### src/rtl/m4_fb_pkg.sv
// rtl/m4_fb_pkg.sv - shared types and defaults for the framebuffer write arbiter
// Purpose: arbiter state encoding, screen-mode encodings, default sizes and thresholds.
// Ports: none (package).
package m4_fb_pkg;

  typedef enum logic [1:0] {
    PASS   = 2'd0,
    ARM    = 2'd1,
    CLEAR  = 2'd2,
    SETTLE = 2'd3
  } fb_state_t;

  localparam logic MODE_64 = 1'b1;
  localparam logic MODE_80 = 1'b0;

  localparam int FB_ADDR_W       = 18;
  localparam int FB_WORDS_DEF    = 192000;
  localparam int MODE_THRESH_DEF = 720;
  localparam int GLITCH_MIN_DEF  = 320;
  localparam int STABLE_DEF      = 4;

  typedef logic [FB_ADDR_W-1:0] fb_addr_t;

endpackage

### src/rtl/m4_mode_detect.sv
// rtl/m4_mode_detect.sv - line-length mode classifier and clear request latch
// Purpose: filters glitch lines, classifies 64/80-column lines, requires a run of
//   consecutive differing lines before requesting a mode change, and latches
//   force_clear requests until the arbiter consumes them.
// Ports:
//   dotclk, rst_n           clock and asynchronous active-low reset
//   line_len_valid/line_len end-of-line pulse and dot count
//   force_clear             request a clear keeping the current mode
//   screen_mode             mode currently applied by the arbiter
//   clear_ack               arbiter consumed the pending request this cycle
//   target_mode             mode to apply at the next clear
//   clear_pending           a clear pass is requested
module m4_mode_detect
  import m4_fb_pkg::*;
#(
  parameter int GLITCH_MIN   = GLITCH_MIN_DEF,
  parameter int MODE_THRESH  = MODE_THRESH_DEF,
  parameter int STABLE_LINES = STABLE_DEF
) (
  input  logic       dotclk,
  input  logic       rst_n,
  input  logic       line_len_valid,
  input  logic [9:0] line_len,
  input  logic       force_clear,
  input  logic       screen_mode,
  input  logic       clear_ack,
  output logic       target_mode,
  output logic       clear_pending
);

  localparam int CW = $clog2(STABLE_LINES + 1);
  localparam logic [9:0]    GLITCH_L = 10'(GLITCH_MIN);
  localparam logic [9:0]    THRESH_L = 10'(MODE_THRESH);
  localparam logic [CW-1:0] CNT_LAST = CW'(STABLE_LINES - 1);
  localparam logic [CW-1:0] CNT_ONE  = CW'(1);

  logic [CW-1:0] stable_cnt, cnt_n;
  logic          tgt_n, pend_n;
  logic          cand, eff_mode;

  assign cand     = (line_len > THRESH_L) ? MODE_80 : MODE_64;
  // While a change is pending, lines are judged against the mode about to be applied.
  assign eff_mode = clear_pending ? target_mode : screen_mode;

  always_comb begin
    cnt_n  = stable_cnt;
    tgt_n  = target_mode;
    pend_n = clear_pending;
    if (clear_ack) pend_n = 1'b0;
    // New requests are applied after the acknowledge so they are never lost.
    if (force_clear) begin
      pend_n = 1'b1;
      if (!clear_pending) tgt_n = screen_mode;
    end
    if (line_len_valid && (line_len > GLITCH_L)) begin
      if (cand == eff_mode) begin
        cnt_n = '0;
      end else if (stable_cnt == CNT_LAST) begin
        cnt_n  = '0;
        tgt_n  = cand;
        pend_n = 1'b1;
      end else begin
        cnt_n = stable_cnt + CNT_ONE;
      end
    end
  end

  always_ff @(posedge dotclk or negedge rst_n) begin
    if (!rst_n) begin
      stable_cnt    <= '0;
      target_mode   <= MODE_64;
      clear_pending <= 1'b0;
    end else begin
      stable_cnt    <= cnt_n;
      target_mode   <= tgt_n;
      clear_pending <= pend_n;
    end
  end

endmodule

### src/rtl/m4_fb_write_arbiter.sv
// rtl/m4_fb_write_arbiter.sv - framebuffer RAM write-port arbiter with clear engine
// Purpose: passes capture writes to the RAM write port, and on a mode change or
//   forced clear waits for frame start then zero-fills the whole framebuffer.
// Ports:
//   dotclk, rst_n                   clock and asynchronous active-low reset
//   pix_req/pix_addr/pix_data       capture write request
//   pix_ack                         previous-cycle request reached the RAM
//   line_len_valid/line_len         end-of-line pulse and dot count
//   frame_start, force_clear        frame sync pulse, clear request pulse
//   waddr/wdata/wren                RAM write port (registered)
//   screen_mode                     1 = 64-col, 0 = 80-col
//   clearing, clear_done            clear in progress / pass finished pulse
module m4_fb_write_arbiter
  import m4_fb_pkg::*;
#(
  parameter int ADDR_W       = FB_ADDR_W,
  parameter int FB_WORDS     = FB_WORDS_DEF,
  parameter int GLITCH_MIN   = GLITCH_MIN_DEF,
  parameter int MODE_THRESH  = MODE_THRESH_DEF,
  parameter int STABLE_LINES = STABLE_DEF
) (
  input  logic              dotclk,
  input  logic              rst_n,
  input  logic              pix_req,
  input  logic [ADDR_W-1:0] pix_addr,
  input  logic              pix_data,
  output logic              pix_ack,
  input  logic              line_len_valid,
  input  logic [9:0]        line_len,
  input  logic              frame_start,
  input  logic              force_clear,
  output logic [ADDR_W-1:0] waddr,
  output logic              wdata,
  output logic              wren,
  output logic              screen_mode,
  output logic              clearing,
  output logic              clear_done
);

  localparam logic [ADDR_W-1:0] CTR_LAST = ADDR_W'(FB_WORDS - 1);
  localparam logic [ADDR_W-1:0] CTR_ONE  = ADDR_W'(1);

  fb_state_t         state, state_n;
  logic [ADDR_W-1:0] clr_ctr, ctr_n, waddr_n;
  logic              wdata_n, wren_n, ack_n, mode_n, clearing_n, done_n;
  logic              target_mode, clear_pending, clear_ack;

  m4_mode_detect #(
    .GLITCH_MIN  (GLITCH_MIN),
    .MODE_THRESH (MODE_THRESH),
    .STABLE_LINES(STABLE_LINES)
  ) u_mode_detect (
    .dotclk        (dotclk),
    .rst_n         (rst_n),
    .line_len_valid(line_len_valid),
    .line_len      (line_len),
    .force_clear   (force_clear),
    .screen_mode   (screen_mode),
    .clear_ack     (clear_ack),
    .target_mode   (target_mode),
    .clear_pending (clear_pending)
  );

  always_ff @(posedge dotclk or negedge rst_n) begin
    if (!rst_n) state <= PASS;
    else        state <= state_n;
  end

  always_comb begin
    state_n   = state;
    waddr_n   = waddr;
    wdata_n   = wdata;
    wren_n    = 1'b0;
    ack_n     = 1'b0;
    mode_n    = screen_mode;
    done_n    = 1'b0;
    ctr_n     = clr_ctr;
    clear_ack = 1'b0;
    case (state)
      PASS: begin
        waddr_n = pix_addr;
        wdata_n = pix_data;
        wren_n  = pix_req;
        ack_n   = pix_req;
        if (clear_pending) state_n = ARM;
      end
      ARM: begin
        // Capture requests are dropped here; the mode switches as the clear begins.
        if (frame_start) begin
          state_n   = CLEAR;
          ctr_n     = '0;
          mode_n    = target_mode;
          clear_ack = 1'b1;
        end
      end
      CLEAR: begin
        wren_n  = 1'b1;
        wdata_n = 1'b0;
        waddr_n = clr_ctr;
        // Holding at the last address keeps the counter from ever wrapping.
        if (clr_ctr == CTR_LAST) state_n = SETTLE;
        else                     ctr_n   = clr_ctr + CTR_ONE;
      end
      SETTLE: begin
        done_n  = 1'b1;
        state_n = PASS;
      end
      default: state_n = PASS;
    endcase
    clearing_n = (state_n == ARM) || (state_n == CLEAR);
  end

  always_ff @(posedge dotclk or negedge rst_n) begin
    if (!rst_n) begin
      waddr       <= '0;
      wdata       <= 1'b0;
      wren        <= 1'b0;
      pix_ack     <= 1'b0;
      screen_mode <= MODE_64;
      clearing    <= 1'b0;
      clear_done  <= 1'b0;
      clr_ctr     <= '0;
    end else begin
      waddr       <= waddr_n;
      wdata       <= wdata_n;
      wren        <= wren_n;
      pix_ack     <= ack_n;
      screen_mode <= mode_n;
      clearing    <= clearing_n;
      clear_done  <= done_n;
      clr_ctr     <= ctr_n;
    end
  end

endmodule

### config.mk
export PLATFORM = sky130hd
export DESIGN_NAME = m4_fb_write_arbiter
export DESIGN_NICKNAME = d
export VERILOG_FILES = /design/src/rtl/m4_fb_pkg.sv /design/src/rtl/m4_mode_detect.sv /design/src/rtl/m4_fb_write_arbiter.sv
export SDC_FILE = /design/constraint.sdc
export NUM_CORES = 1
export LEC_CHECK = 0
export ABC_AREA = 1
export CAP_MARGIN = 30
export CELL_PAD_IN_SITES_DETAIL_PLACEMENT = 2
export CELL_PAD_IN_SITES_GLOBAL_PLACEMENT = 2
export CORE_MARGIN = 2
export CORE_UTILIZATION = 31
export CTS_CLUSTER_SIZE = 30
export DETAILED_ROUTE_END_ITERATION = 8
export GPL_ROUTABILITY_DRIVEN = 1
export GPL_TIMING_DRIVEN = 1
export PLACE_DENSITY = 0.9
export RECOVER_POWER = 50
export SYNTH_ARGS = -nofsm -noshare
export SYNTH_HDL_FRONTEND = slang
export SYNTH_SLANG_ARGS = --single-unit
export TNS_END_PERCENT = 20
### constraint.sdc
create_clock -name dotclk -period 4.3 [get_ports dotclk]
set_input_delay 0.86 -clock dotclk [delete_from_list [all_inputs] [get_ports dotclk]]
set_output_delay 0.86 -clock dotclk [all_outputs]
set_load 0.01 [all_outputs]
# == After elaboration in Yosys (flattened, before gate mapping) ==
# Index checks and enable logic that the tools add are counted.
# classes
addsub,2
order_cmp,2
eq_ne,10
mux,27
n_reduce_logical,7
# op_table
operator,n
$pmux 18 s2,2
$mux 18,2
$add 18x1->18 const B,1
$eq 18x18->1 const B,1
$mux 1,15
$gt 10x10->1 const B,1
$gt 10x9->1 const B,1
$pmux 2 s4,1
$eq 2x2->1 const B,3
$mux 2,3
$mux 3,2
$eq 2x1->1 const B,2
$ne 2x2->1 const B,2
$pmux 1 s2,2
$reduce_bool 2->1,2
$add 3x1->3 const B,1
$eq 3x2->1 const B,1
$reduce_and 3->1,1
$logic_not 2->1,1
$reduce_and 2->1,1
$eq 1x1->1,1
$logic_and 1x1->1,1
$logic_or 1x1->1,1
# totals
ff_bits,49
in_bits,35
output_inout_bits,24
wordCells,60

# == Logic depth before layout (Yosys ltp) ==
# depth
word_depth,7
ltp_mapped,9
ltp_nobuf,9

# == By module ==
# A second synthesis with hierarchy kept.
# hier_totals
hier_cells,347
hier_area_um2,2777.7
# modules_own_cells
mod,instances,cells_each,area_each_um2,seq_area_each_um2
m4_fb_write_arbiter,1,280,2334.7,1102.3
m4_mode_detect,1,67,442.9,126.4

# == Least setup slack after synthesis ==
# Ideal clock, no wire load.
# synth_path
kind,input port to flip-flop
start,in line_len[8]
end,reg u_mode_detect.target_mode
setup_ps,73
arrival_time_ps,1500
required_time_ps,4227
setup_slack_ps,2727
path_stages,6
n_path_buf,0
path_cell_list,inv_1 > o21ai_0 > nand3_1 > nor2_1 > nand2_1 > a21oi_1
# synth_via
elab_chain_len,5
elab_cells_between_ends,8
cone_classes,2 x order compare; 1 x eq/ne; 4 x mux; 1 x reduce/logical
# synth_rtl
element,line_no,rtl
"start, declared",m4_fb_write_arbiter.sv:29,"input logic [9:0] line_len,"
$gt 10x10->1,m4_mode_detect.sv:41,assign cand = (line_len > THRESH_L) ? MODE_80 : MODE_64;
$mux 1,m4_mode_detect.sv:41,
$mux 1 / $eq 1x1->1 (equally long branches),"m4_mode_detect.sv:58, m4_mode_detect.sv:56",
$mux 1,m4_mode_detect.sv:56,if (cand == eff_mode) begin
$mux 1 *,m4_mode_detect.sv:55,if (line_len_valid && (line_len > GLITCH_L)) begin
named net u_mode_detect.tgt_n,m4_mode_detect.sv:38,"logic tgt_n, pend_n;"
"end signal, assigned",m4_mode_detect.sv:75,target_mode <= tgt_n;
"end, declared",m4_mode_detect.sv:27,"output logic target_mode,"
# The timed path passes the listed nets; every way through them passes the cells marked *.
# A chain may end at the register's enable or synchronous reset.

# == Worst setup path after layout ==
# layout_path
start,reg state[0]
end,reg clr_ctr[3]
# layout_via
elab_chain_len,3
elab_cells_between_ends,7
cone_classes,4 x eq/ne; 1 x mux; 2 x reduce/logical
# layout_rtl
element,line_no,rtl
"start, declared",m4_fb_write_arbiter.sv:43,"fb_state_t state, state_n;"
"start signal, assigned",m4_fb_write_arbiter.sv:66,else state <= state_n;
$eq 2x2->1 / $eq 2x1->1 (equally long branches),m4_fb_write_arbiter.sv:79,case (state)
$ne 2x2->1 (no line) / $reduce_bool 2->1 (equally long branches),n/a,
$reduce_and 3->1 (no line),n/a,
"end signal, assigned",m4_fb_write_arbiter.sv:131,clr_ctr <= ctr_n;
"end, declared",m4_fb_write_arbiter.sv:44,"logic [ADDR_W-1:0] clr_ctr, ctr_n, waddr_n;"
# Parallel ways exist; a longest one is shown, timed or not.

==> impl_results.md <==
- R2R Setup Slk: 1.85 ns
- Power share of the combinational group: a little over two fifths
- Area after DPL: 3400 sq um
- Port bufs: a little under 60
- Rows: 34
- Endpoint class of the critical path: flip-flop
- First-pass iteration count of the detailed router: 4
- Mean number of vias per cell: between 5 and 6
- Flop pwr share: 40.4%
- Ys flop type: dfrtp_1
- Layout net count: around 450
- Clock Latency Late Sink: slightly above 0.3 ns
- Mux contribution to synthesized area: 0%
- Final hold vios: 0
- P_sw: approximately 0.75 mW
- Initial antenna violation count: 0
- Cells after DPL: just over 500
- Max_cap viols: 0
- Total internal power: between 1 and 1.5 mW
- Syn avg cell area: between 7 and 8 sq um
- Worst vdd ir: between 0.15 and 0.2 mV
- Reg clk slew, reported paths: around 0.09 ns
- Die area: a little under 10000 sq um
- Fin Hold WS: slightly above 0.5 ns
- Clock tree buffer depth: 2
- Final Instance Area: roughly 3500 sq um
- Post-synth EDFFs: 0
- Final setup viols: 0
- Post-layout minimum cycle time: between 2 and 2.5 ns
- Async SR Flop Fraction: between 90% and 100%
- GRT overflow: 0
- WP data required: about 4.5 ns
- Clock power frac: about 16%
- Layout area overhead: 26.96%
- Die height: slightly below 100 microns
- CTS resizes: 0
- Mapped cell area: 2743 sq um
- Post-synthesis sequential area ratio: between 40% and 50%
- Initial Utilization: around a third
- RD Place Congestion: a little over 0.8
- Final ANT Viol Nets: 0
- Postcts setup bufs: 0
- ANT cells: 0
- Leading area contributor after synthesis: dfrtp_1
- Yosys reg bits: between 40 and 50
- Area share of fa/ha/maj cells after synthesis: less than 1%
- HPWL Detailed: 7140 microns
- Worst hold path class: reg2reg
- Pwr Density: 516.5 nW/um^2
- Largest cells by area after synthesis: dfrtp_1 43%, nand2_1 15%, nand3_1 6.8%
- RSZ-0062 raised after global routing: no
- First-pass GRT wire length: between 15000 and 20000 microns
- IO Count: between 50 and 60
- Core area: between 8000 and 9000 sq um
- Top-count cell post-synth: nand2_1
- Place WS: around 1.8 ns
- Actual slew at the worst max-slew pin: 0.8998 ns
- Vias: 2656
- Clk sinks: 49
- Fmax: 408.5 MHz
- Largest net degree at the start of global routing: 50
- Arrival time worst endpoint: 2.69 ns
- Distinct cells, synth: 33
- Post-synthesis compound-gate area fraction: about a tenth
- Leakage: about 1.5 nW
- Routed WL per cell: around 18 microns
- Sum Neg Setup Slack: 0 ns
- CTS hold repair buffers: 0
- Share of the synthesized area in the top cell type: around 43%
- Synth Area in Simple Gates: approximately 35%
- XOR/XNOR share of the synthesized area: about 1.3%
- Switching part of the total: a little over two fifths
- Final max-slew violation count: 0
- Status: complete, no violations
- Die X: between 90 and 100 microns
- Post-route DRC: 0
- Main combinational cell family by area after synthesis: simple AND/OR/NAND/NOR gates
- Non-filler instance count after layout: approximately 520
- Via count of the first global-routing pass: slightly above 3000
- YS warnings: 0
- Final setup margin: ~1.9 ns
- Final Skew: approximately 0.0098 ns
- DRC marker count from the first detailed-route iteration: 97
- Total GRT Usage: just over 20%
- Slew Limit Headroom: roughly two fifths
- Syn_nets: around 390
- Total number of H-tree levels: 2
- Clk root buf: clkbuf_8
- Worst-path fanout max: 24
- Period Utilization, post-route: between 50% and 60%
- Layout cells sized above 1: 10.10%
- Crit path kind: reg2reg
- CTS tree: done
- Total power: approximately 1.8 mW
- Mapped Cells: approximately 360
- Startpoint Class: flip-flop
- Wirelength, routed: 9310 microns
- Util after Layout: 40.32%
- TritonCTS buffer count: 5
- Commonest cells in the netlist: 113 x nand2_1, 47 x dfrtp_1, 38 x inv_1
## worst paths after layout
| kind | from | depth (start not counted) | to |
|---|---|---|---|
| max | state[0] | 7 | clr_ctr[3] |
| min | u_mode_detect.stable_cnt[1] | 2 | u_mode_detect.stable_cnt[1] |
| max reg2reg | state[0] | 7 | clr_ctr[3] |
| min reg2reg | u_mode_detect.stable_cnt[1] | 2 | u_mode_detect.stable_cnt[1] |
| max in group asynchronous | rst_n | 2 | clr_ctr[3] |
| min in group asynchronous | rst_n | 2 | wdata |
## area by class of cell
cell class              instances  area, sq um
flip-flops and latches         49         1229
repair buffers                 60        586.8
well taps                     108        135.1
inverters                      41        153.9
multi-input cells             258         1291
clock inverters                 3        17.52
clock buffers                   5        68.82
fillers                       990         5154
## cells by family (layout without fill, tap and decap cells)
family	after synthesis	after routing
AND/OR/NAND/NOR	214	214
buffers and inverters	50	109
flip-flops	49	49
AO/OA/AOI/OAI	38	38
XOR/XNOR	4	4
adder cells (fa/ha/maj)	2	2
## metal layers
layer / vias up / track usage (%) / wire (microns)
met1: 1330 / 26.24 / 4005
li1: 1259 / - / -
met5: - / 0 / 0
met4: 0 / 4.380 / 110
met2: 58 / 37.72 / 4863
met3: 9 / 2.577 / 331
## power by group through the flow
stage | combinational (mW) | clock [mW] | sequential, mW
after floorplan | 0.454 | 0 | 0.736
after global placement | 0.761 | 0 | 0.725
after detailed placement | 0.804 | 0 | 0.740
after CTS | 0.809 | 0.284 | 0.732
after global routing | 0.880 | 0.301 | 0.751
final | 0.791 | 0.281 | 0.726
## placed cells by master, fill, tap and decap left out, drive strengths merged
| cell | n |
|---|---|
| inv | 40 |
| o21bai | 1 |
| ha | 2 |
| xor2 | 3 |
| buf | 2 |
| nand3 | 38 |
| nor2 | 38 |
| xnor2 | 1 |
| dfstp | 2 |
| dlygate4sd3 | 1 |
| a21boi | 1 |
| and2 | 2 |
| a22o | 1 |
| nor3 | 3 |
| clkbuf | 6 |
| nand4 | 8 |
| or2 | 1 |
| clkdlybuf4s50 | 56 |
| a21oi | 4 |
| nand2 | 123 |
| o21ai | 18 |
| nand3b | 1 |
| o211ai | 11 |
| dfrtp | 47 |
| clkinvlp | 1 |
| a22oi | 2 |
| clkinv | 3 |
## state kept, by name, indices dropped and copies added (netlist names)
signal,count
u_mode_detect.clear_pending,1
clr_ctr,18
u_mode_detect.stable_cnt,3
screen_mode,1
clearing,1
wren,1
waddr,18
wdata,1
pix_ack,1
state,2
u_mode_detect.target_mode,1
clear_done,1
## worst max-delay path, cell delays in order (launching register included)
cell	delay (ns)
dfrtp_1	0.69
nor2_4	0.62
nand2_1	0.19
nor2_2	0.17
nand3_4	0.13
nand3b_4	0.35
nand2_2	0.10
nand2_1	0.11
Power figures use the tool's default switching activity.
